**src/rtl/ss_scan_decoder_if.sv**
```systemverilog
// Pin-side bundle of the seven-segment scan monitor: the scanned anode/cathode
// pins it watches and the rebuilt time digits and status flags it reports.
interface ss_scan_decoder_if;
  logic [3:0] SegmentDrivers;
  logic [7:0] SevenSegment;
  logic [3:0] hours2;
  logic [3:0] hours1;
  logic [3:0] mins2;
  logic [3:0] mins1;
  logic       FrameValid;
  logic       GlyphError;
  logic       RangeError;
  logic       Stale;

  modport master (
    output SegmentDrivers, SevenSegment,
    input  hours2, hours1, mins2, mins1,
    input  FrameValid, GlyphError, RangeError, Stale
  );

  modport slave (
    input  SegmentDrivers, SevenSegment,
    output hours2, hours1, mins2, mins1,
    output FrameValid, GlyphError, RangeError, Stale
  );
endinterface

```
**src/rtl/ss_scan_decoder.sv**
```systemverilog
// Rebuilds the four BCD time digits from a multiplexed seven-segment scan and
// flags bad glyphs, out-of-range times and a stalled scan.
module ss_scan_decoder #(
  parameter int unsigned SETTLE  = 8,
  parameter int unsigned TIMEOUT = 400000
) (
  input logic               CLK100MHZ,
  input logic               Reset,
  ss_scan_decoder_if.slave  bus
);

  localparam int unsigned SW = $clog2(SETTLE + 1);
  localparam int unsigned TW = $clog2(TIMEOUT + 1);

  logic [3:0]      an_s1_q, an_s2_q;
  logic [6:0]      seg_s1_q, seg_s2_q;
  logic [SW-1:0]   settle_q, settle_d;
  logic [3:0][3:0] shadow_q, shadow_d;
  logic [3:0]      mask_q, mask_d;
  logic            bad_q, bad_d;
  logic [3:0][3:0] digits_q, digits_d;
  logic            fv_q, fv_d;
  logic            ge_q, ge_d;
  logic            re_q, re_d;
  logic [TW-1:0]   tmo_q, tmo_d;

  logic            stable, an_valid, sample, frame_done, frame_good;
  logic [1:0]      idx;
  logic [4:0]      glyph;  // {ok, digit}

  logic unused_dp;
  assign unused_dp = bus.SevenSegment[7];

  function automatic logic [4:0] decode(input logic [6:0] s);
    case (s)
      7'h40:   decode = 5'h10;
      7'h79:   decode = 5'h11;
      7'h24:   decode = 5'h12;
      7'h30:   decode = 5'h13;
      7'h19:   decode = 5'h14;
      7'h12:   decode = 5'h15;
      7'h02:   decode = 5'h16;
      7'h78:   decode = 5'h17;
      7'h00:   decode = 5'h18;
      7'h10:   decode = 5'h19;
      default: decode = 5'h00;
    endcase
  endfunction

  // s1 is the value s2 takes next cycle, so comparing them tells whether the
  // registered pins change this cycle.
  assign stable     = (an_s1_q == an_s2_q) && (seg_s1_q == seg_s2_q);
  assign glyph      = decode(seg_s2_q);
  assign frame_done = (mask_q == 4'b1111);
  assign frame_good = frame_done && !bad_q;

  always_comb begin
    // NOTE: every comb output gets a default first so no path leaves it unassigned (no latch).
    idx      = 2'd0;
    an_valid = 1'b0;
    case (an_s2_q)
      4'b1110: begin idx = 2'd0; an_valid = 1'b1; end
      4'b1101: begin idx = 2'd1; an_valid = 1'b1; end
      4'b1011: begin idx = 2'd2; an_valid = 1'b1; end
      4'b0111: begin idx = 2'd3; an_valid = 1'b1; end
      default: begin idx = 2'd0; an_valid = 1'b0; end
    endcase
  end

  assign sample = stable && an_valid && (settle_q == SW'(SETTLE - 1));

  always_comb begin
    settle_d = '0;
    if (stable)
      settle_d = (settle_q == SW'(SETTLE)) ? settle_q : settle_q + 1'b1;

    // A completing frame clears mask/bad first; a same-cycle sample then
    // lands in the fresh mask and counts toward the next frame.
    shadow_d = shadow_q;
    mask_d   = frame_done ? 4'b0000 : mask_q;
    bad_d    = frame_done ? 1'b0    : bad_q;
    if (sample) begin
      shadow_d[idx] = glyph[3:0];
      mask_d[idx]   = 1'b1;
      bad_d         = bad_d | ~glyph[4];
    end

    digits_d = digits_q;
    re_d     = re_q;
    fv_d     = frame_good;
    ge_d     = frame_done && bad_q;
    tmo_d    = (tmo_q == TW'(TIMEOUT)) ? tmo_q : tmo_q + 1'b1;
    if (frame_good) begin
      digits_d = shadow_q;
      re_d     = (shadow_q[3] > 4'd2) ||
                 ((shadow_q[3] == 4'd2) && (shadow_q[2] > 4'd3)) ||
                 (shadow_q[1] > 4'd5);
      tmo_d    = '0;
    end
  end

  always_ff @(posedge CLK100MHZ) begin
    // NOTE: state registers use non-blocking assignments so every flop sees pre-edge values.
    if (Reset) begin
      an_s1_q  <= '1;
      an_s2_q  <= '1;
      seg_s1_q <= '1;
      seg_s2_q <= '1;
      settle_q <= '0;
      // NOTE: the shadow digits are reset too, so a frame cut by reset can never leak out.
      shadow_q <= '0;
      mask_q   <= '0;
      bad_q    <= 1'b0;
      digits_q <= '0;
      fv_q     <= 1'b0;
      ge_q     <= 1'b0;
      re_q     <= 1'b0;
      tmo_q    <= '0;
    end else begin
      an_s1_q  <= bus.SegmentDrivers;
      an_s2_q  <= an_s1_q;
      seg_s1_q <= bus.SevenSegment[6:0];
      seg_s2_q <= seg_s1_q;
      settle_q <= settle_d;
      shadow_q <= shadow_d;
      mask_q   <= mask_d;
      bad_q    <= bad_d;
      digits_q <= digits_d;
      fv_q     <= fv_d;
      ge_q     <= ge_d;
      re_q     <= re_d;
      tmo_q    <= tmo_d;
    end
  end

  assign bus.hours2     = digits_q[3];
  assign bus.hours1     = digits_q[2];
  assign bus.mins2      = digits_q[1];
  assign bus.mins1      = digits_q[0];
  assign bus.FrameValid = fv_q;
  assign bus.GlyphError = ge_q;
  assign bus.RangeError = re_q;
  assign bus.Stale      = (tmo_q >= TW'(TIMEOUT));

endmodule
```
**src/flat_wrapper.sv**
```systemverilog
// flat-port wrapper written by rule: the top's interface ports become plain ports
module ss_scan_decoder_flat 
#(
  parameter int unsigned SETTLE  = 8,
  parameter int unsigned TIMEOUT = 400000
)
  (CLK100MHZ, Reset, bus_SegmentDrivers, bus_SevenSegment, bus_hours2, bus_hours1, bus_mins2, bus_mins1, bus_FrameValid, bus_GlyphError, bus_RangeError, bus_Stale);
  ss_scan_decoder_if bus_i ();
  input logic CLK100MHZ;
  input logic Reset;
  input wire logic [$bits(bus_i.SegmentDrivers)-1:0] bus_SegmentDrivers;
  input wire logic [$bits(bus_i.SevenSegment)-1:0] bus_SevenSegment;
  output wire logic [$bits(bus_i.hours2)-1:0] bus_hours2;
  output wire logic [$bits(bus_i.hours1)-1:0] bus_hours1;
  output wire logic [$bits(bus_i.mins2)-1:0] bus_mins2;
  output wire logic [$bits(bus_i.mins1)-1:0] bus_mins1;
  output wire logic [$bits(bus_i.FrameValid)-1:0] bus_FrameValid;
  output wire logic [$bits(bus_i.GlyphError)-1:0] bus_GlyphError;
  output wire logic [$bits(bus_i.RangeError)-1:0] bus_RangeError;
  output wire logic [$bits(bus_i.Stale)-1:0] bus_Stale;
  assign bus_i.SegmentDrivers = bus_SegmentDrivers;
  assign bus_i.SevenSegment = bus_SevenSegment;
  assign bus_hours2 = bus_i.hours2;
  assign bus_hours1 = bus_i.hours1;
  assign bus_mins2 = bus_i.mins2;
  assign bus_mins1 = bus_i.mins1;
  assign bus_FrameValid = bus_i.FrameValid;
  assign bus_GlyphError = bus_i.GlyphError;
  assign bus_RangeError = bus_i.RangeError;
  assign bus_Stale = bus_i.Stale;
  ss_scan_decoder #(.SETTLE(SETTLE), .TIMEOUT(TIMEOUT)) u_core (.CLK100MHZ(CLK100MHZ), .Reset(Reset), .bus(bus_i));
endmodule
```
**config.mk**
```make
export PLATFORM = sky130hd
export DESIGN_NAME = ss_scan_decoder_flat
export DESIGN_NICKNAME = d
export VERILOG_FILES = /design/src/rtl/ss_scan_decoder_if.sv /design/src/rtl/ss_scan_decoder.sv /design/src/flat_wrapper.sv
export SDC_FILE = /design/constraint.sdc
export NUM_CORES = 1
export LEC_CHECK = 0
export CORE_ASPECT_RATIO = 0.5
export CORE_MARGIN = 2
export CORE_UTILIZATION = 53
export DETAILED_ROUTE_END_ITERATION = 10
export PLACE_DENSITY = 0.83
export SETUP_SLACK_MARGIN = 0.4
export SLEW_MARGIN = 40
export SYNTH_ARGS = -nofsm -noshare
export SYNTH_HDL_FRONTEND = slang
export SYNTH_SLANG_ARGS = --single-unit
export TNS_END_PERCENT = 20
```
**constraint.sdc**
```tcl
create_clock -name CLK100MHZ -period 2.05 [get_ports CLK100MHZ]
set_clock_uncertainty 0.1 [all_clocks]
set_input_delay 0.205 -clock CLK100MHZ [delete_from_list [all_inputs] [get_ports CLK100MHZ]]
set_output_delay 0.205 -clock CLK100MHZ [all_outputs]
set_load 0.03 [all_outputs]
```
==> flow_summary.yaml <==
worst_setup_path:
  r2r_slack_ps: 80
  cp_max_fo: 6
  crit_buf_inv: 3
  cpMostUsedCell: "buf_4"
  arrival_ps: 2150
  cpPeakStageDelay_ps: 360
  cpLargestDelayFamily: "simple AND/OR/NAND/NOR gates"
  crit_required_ps: 2230
  critPathLaunchType: "flip-flop"
  worstPathCellList: "ha_4 > nand3b_1 > or3_4 > buf_8 > nor4_4 > buf_4 > buf_4 > a21oi_1 > nor2_1"
  critPathKind: "flip-flop to flip-flop"
  crit_path_end_kind: "flip-flop"
  cpMaxStageDelayCell: "or3_4"
synthesis:
  synthDistinctLibCells: 45
  synthTopCellsByCount: "dfxtp_1 (85), nor2_1 (47), or2_2 (25)"
  synth_top_family_by_area: "simple AND/OR/NAND/NOR gates"
  synth_xor_area_share_pct: 8.16
  ys.flop_type: "dfxtp_1"
  yosys.area_share.adder_pct: 1.41
  syn_nets: 378
  yosysWarnings: 0
  syn_area_per_cell_um2: 9.84
  syn_inst: 360
  syn_area_um2: 3540
  async_flop_share_pct: 0
  synth-seq-cells: 85
  seq_area_frac_synth_pct: 48.0
  synth_edf_count: 0
  yosysMostFrequentCell: "dfxtp_1"
  synth_top_area_share_pct: 48.0
  synth_compound_area_share_pct: 10.1
  synth_mux_area_share_pct: 2.86
  synthTopCellsByArea: "dfxtp_1 (48%), nor2_1 (5.0%), or2_2 (4.4%)"
  yosysTopAreaCell: "dfxtp_1"
  synthSimpleGateAreaFrac_pct: 26.6
pwr:
  vdd_drop_max_mv: 0.698
  p_seq_share_pct: 46.4
  internal-power_mw: 2.87
  pwr-share-clk_pct: 46.8
  cellPowerDensity_nw_per_um2: 763
  power_mw: 3.69
  p_leak_nw: 1.83
  switching_share_pct: 22.2
  switching_power_mw: 0.820
  power_frac_comb_pct: 6.7
run_status:
  status: "finished, final reports clean"
global_route:
  grt_antenna_before_repair: 0
  grt_pass1_vias: 2885
  grt-ovfl-total: 0
  grt_pass1_wl_um: 13200
  grtUsageTotal_pct: 23.4
  grt_max_degree: 25
clock_network:
  clkTransAtPathRegs_ps: 70
  cts_tree: "built"
  cts.sinks: 85
  cts_root_buf: "clkbuf_16"
  hold_buffers: 0
  clk_latency_ps: 340
  clock_path_buffers: 2
  htree_levels: 3
  cts_buffers: 9
layout:
  num-fill-cells: 374
  diodes: 0
  drive_above_1_share_pct: 33.3
  utilization_pct: 77.4
  nets: 445
  areaGrowthSynthToFinish_pct: 36.8
detailed_routing:
  drt_iter0_drc: 244
  finalWirelength_um: 9060
  via_count: 3014
  ant_nets: 0
  drc: 0
  dr.pass1.iters: 5
  wl_per_cell_um: 17.4
  viasPerCell: 5.80
place:
  portBuffers: 32
  dp_hpwl_um: 5210
  gp_congestion: 0.941
sta:
  drv_slew: 0
  rsz0062_at_grt: "yes"
  finalSetupViolations: 0
  fmax_ghz: 0.507
  worstMarginPinSlew_ps: 701
  finalCritPeriodShare_pct: 96.3
  hold_viol: 0
  relSlewSlack_pct: 53.2
  period_needed_ps: 1970
floorplanning:
  pin_count: 34
  die-height_um: 61.8
  die_w_um: 120
  rows: 20
  core-area_um2: 6260
  fp.dieArea_um2: 7390
  start_util_pct: 56.6
flow_run:
  cap_violations: 0
min_path:
  hold_class: "primary input to flip-flop"
power groups by stage:
| stage | combinational [mW] | sequential [mW] | clock, mW |
|---|---|---|---|
| after floorplan | 0.123 | 1.74 | 0 |
| after global placement | 0.162 | 1.74 | 0 |
| after detailed placement | 0.168 | 1.74 | 0 |
| after CTS | 0.188 | 1.71 | 1.75 |
| after global routing | 0.265 | 1.72 | 1.82 |
| final | 0.249 | 1.72 | 1.73 |
path summary, 6_finish.rpt:
check                                  startpoint                             to  depth (start not counted)
setup / recovery  u_core.settle_q[1]$_SDFFE_PP0P_    u_core.mask_q[0]$_SDFF_PP0_                          9
hold / removal                bus_SevenSegment[5]  u_core.seg_s1_q[5]$_SDFF_PP1_                          2
setup reg to reg  u_core.settle_q[1]$_SDFFE_PP0P_    u_core.mask_q[0]$_SDFF_PP0_                          9
hold reg to reg     u_core.seg_s1_q[4]$_SDFF_PP1_  u_core.seg_s2_q[4]$_SDFF_PP1_                          1
through the flow:
step	instance area, um^2	instances	setup WS, ps	TNS, ps	hold WS, ps
5_1_grt	4840	520	10.8	0	316
6_report	4840	520	76.8	0	318
3_5_place_dp	4020	481	-34.7	-34.7	350
4_1_cts	4550	507	169	0	310
2_1_floorplan	3550	360	206	0	209
3_3_place_gp	4020	481	109	0	347
registers in the layout, summed over array words and instances, names as in the netlist, 4 cells and up:
name	flops
u_core.bus.hours1	4
u_core.seg_s1_q	7
u_core.mask_q	4
u_core.shadow_q	16
u_core.an_s2_q	4
u_core.tmo_q	19
u_core.bus.mins2	4
u_core.seg_s2_q	7
u_core.settle_q	4
u_core.bus.hours2	4
u_core.an_s1_q	4
u_core.bus.mins1	4
area by class of cell:
type                    count  area (um^2)  area share (%)
clock buffers              11          233            4.80
clock inverters             5         85.1            1.76
well taps                  88          110            2.27
repair buffers             70          629            13.0
inverters                   6         25.0           0.517
multi-input cells         255         2020            41.7
flip-flops and latches     85         1740            36.0
per-layer routing:
layer / wire (um) / vias up / GRT usage [%]
met5: 0 / - / 0
met4: 349 / 0 / 11.6
met3: 520 / 43 / 8.03
met2: 4570 / 128 / 44.8
met1: 3620 / 1441 / 24.3
li1: - / 1402 / -
worst reg2reg max path, stage by stage (launching register included):
cell and delay [ps]:
dfxtp_2 350, ha_4 130, nand3b_1 90, or3_4 360, buf_8 150, nor4_4 250, buf_4 200, buf_4 120
a21oi_1 60, nor2_1 110
logic make-up after synthesis:
logic type / Yosys count
adders and majority gates: 4
and+or+nand+nor: 161
xor gates and xnor gates: 33
muxes: 10
AOI/OAI and AO/OA: 47
buffers and inverters: 20
DFF: 85
what timing repair did:
item	4_1_cts	5_1_grt
setup endpoints to repair	48	56
gates resized for setup	37	44
buffers inserted	10	13
pin swaps	17	19
layout by cell type, fill, tap and decap left out, types with 10 or more instances in the layout:
master | netlist | final
dfxtp_1 | 85 | 66
nor2_1 | 47 | 40
buf_4 | 0 | 35
clkdlybuf4s50_1 | 0 | 31
or2_2 | 25 | 24
a22o_1 | 17 | 17
nand2_1 | 14 | 14
xor2_1 | 16 | 14
nand3_1 | 14 | 13
dfxtp_2 | 0 | 12
xnor2_1 | 17 | 10
nand2b_1 | 10 | 10
Power figures use the tool's default switching activity.
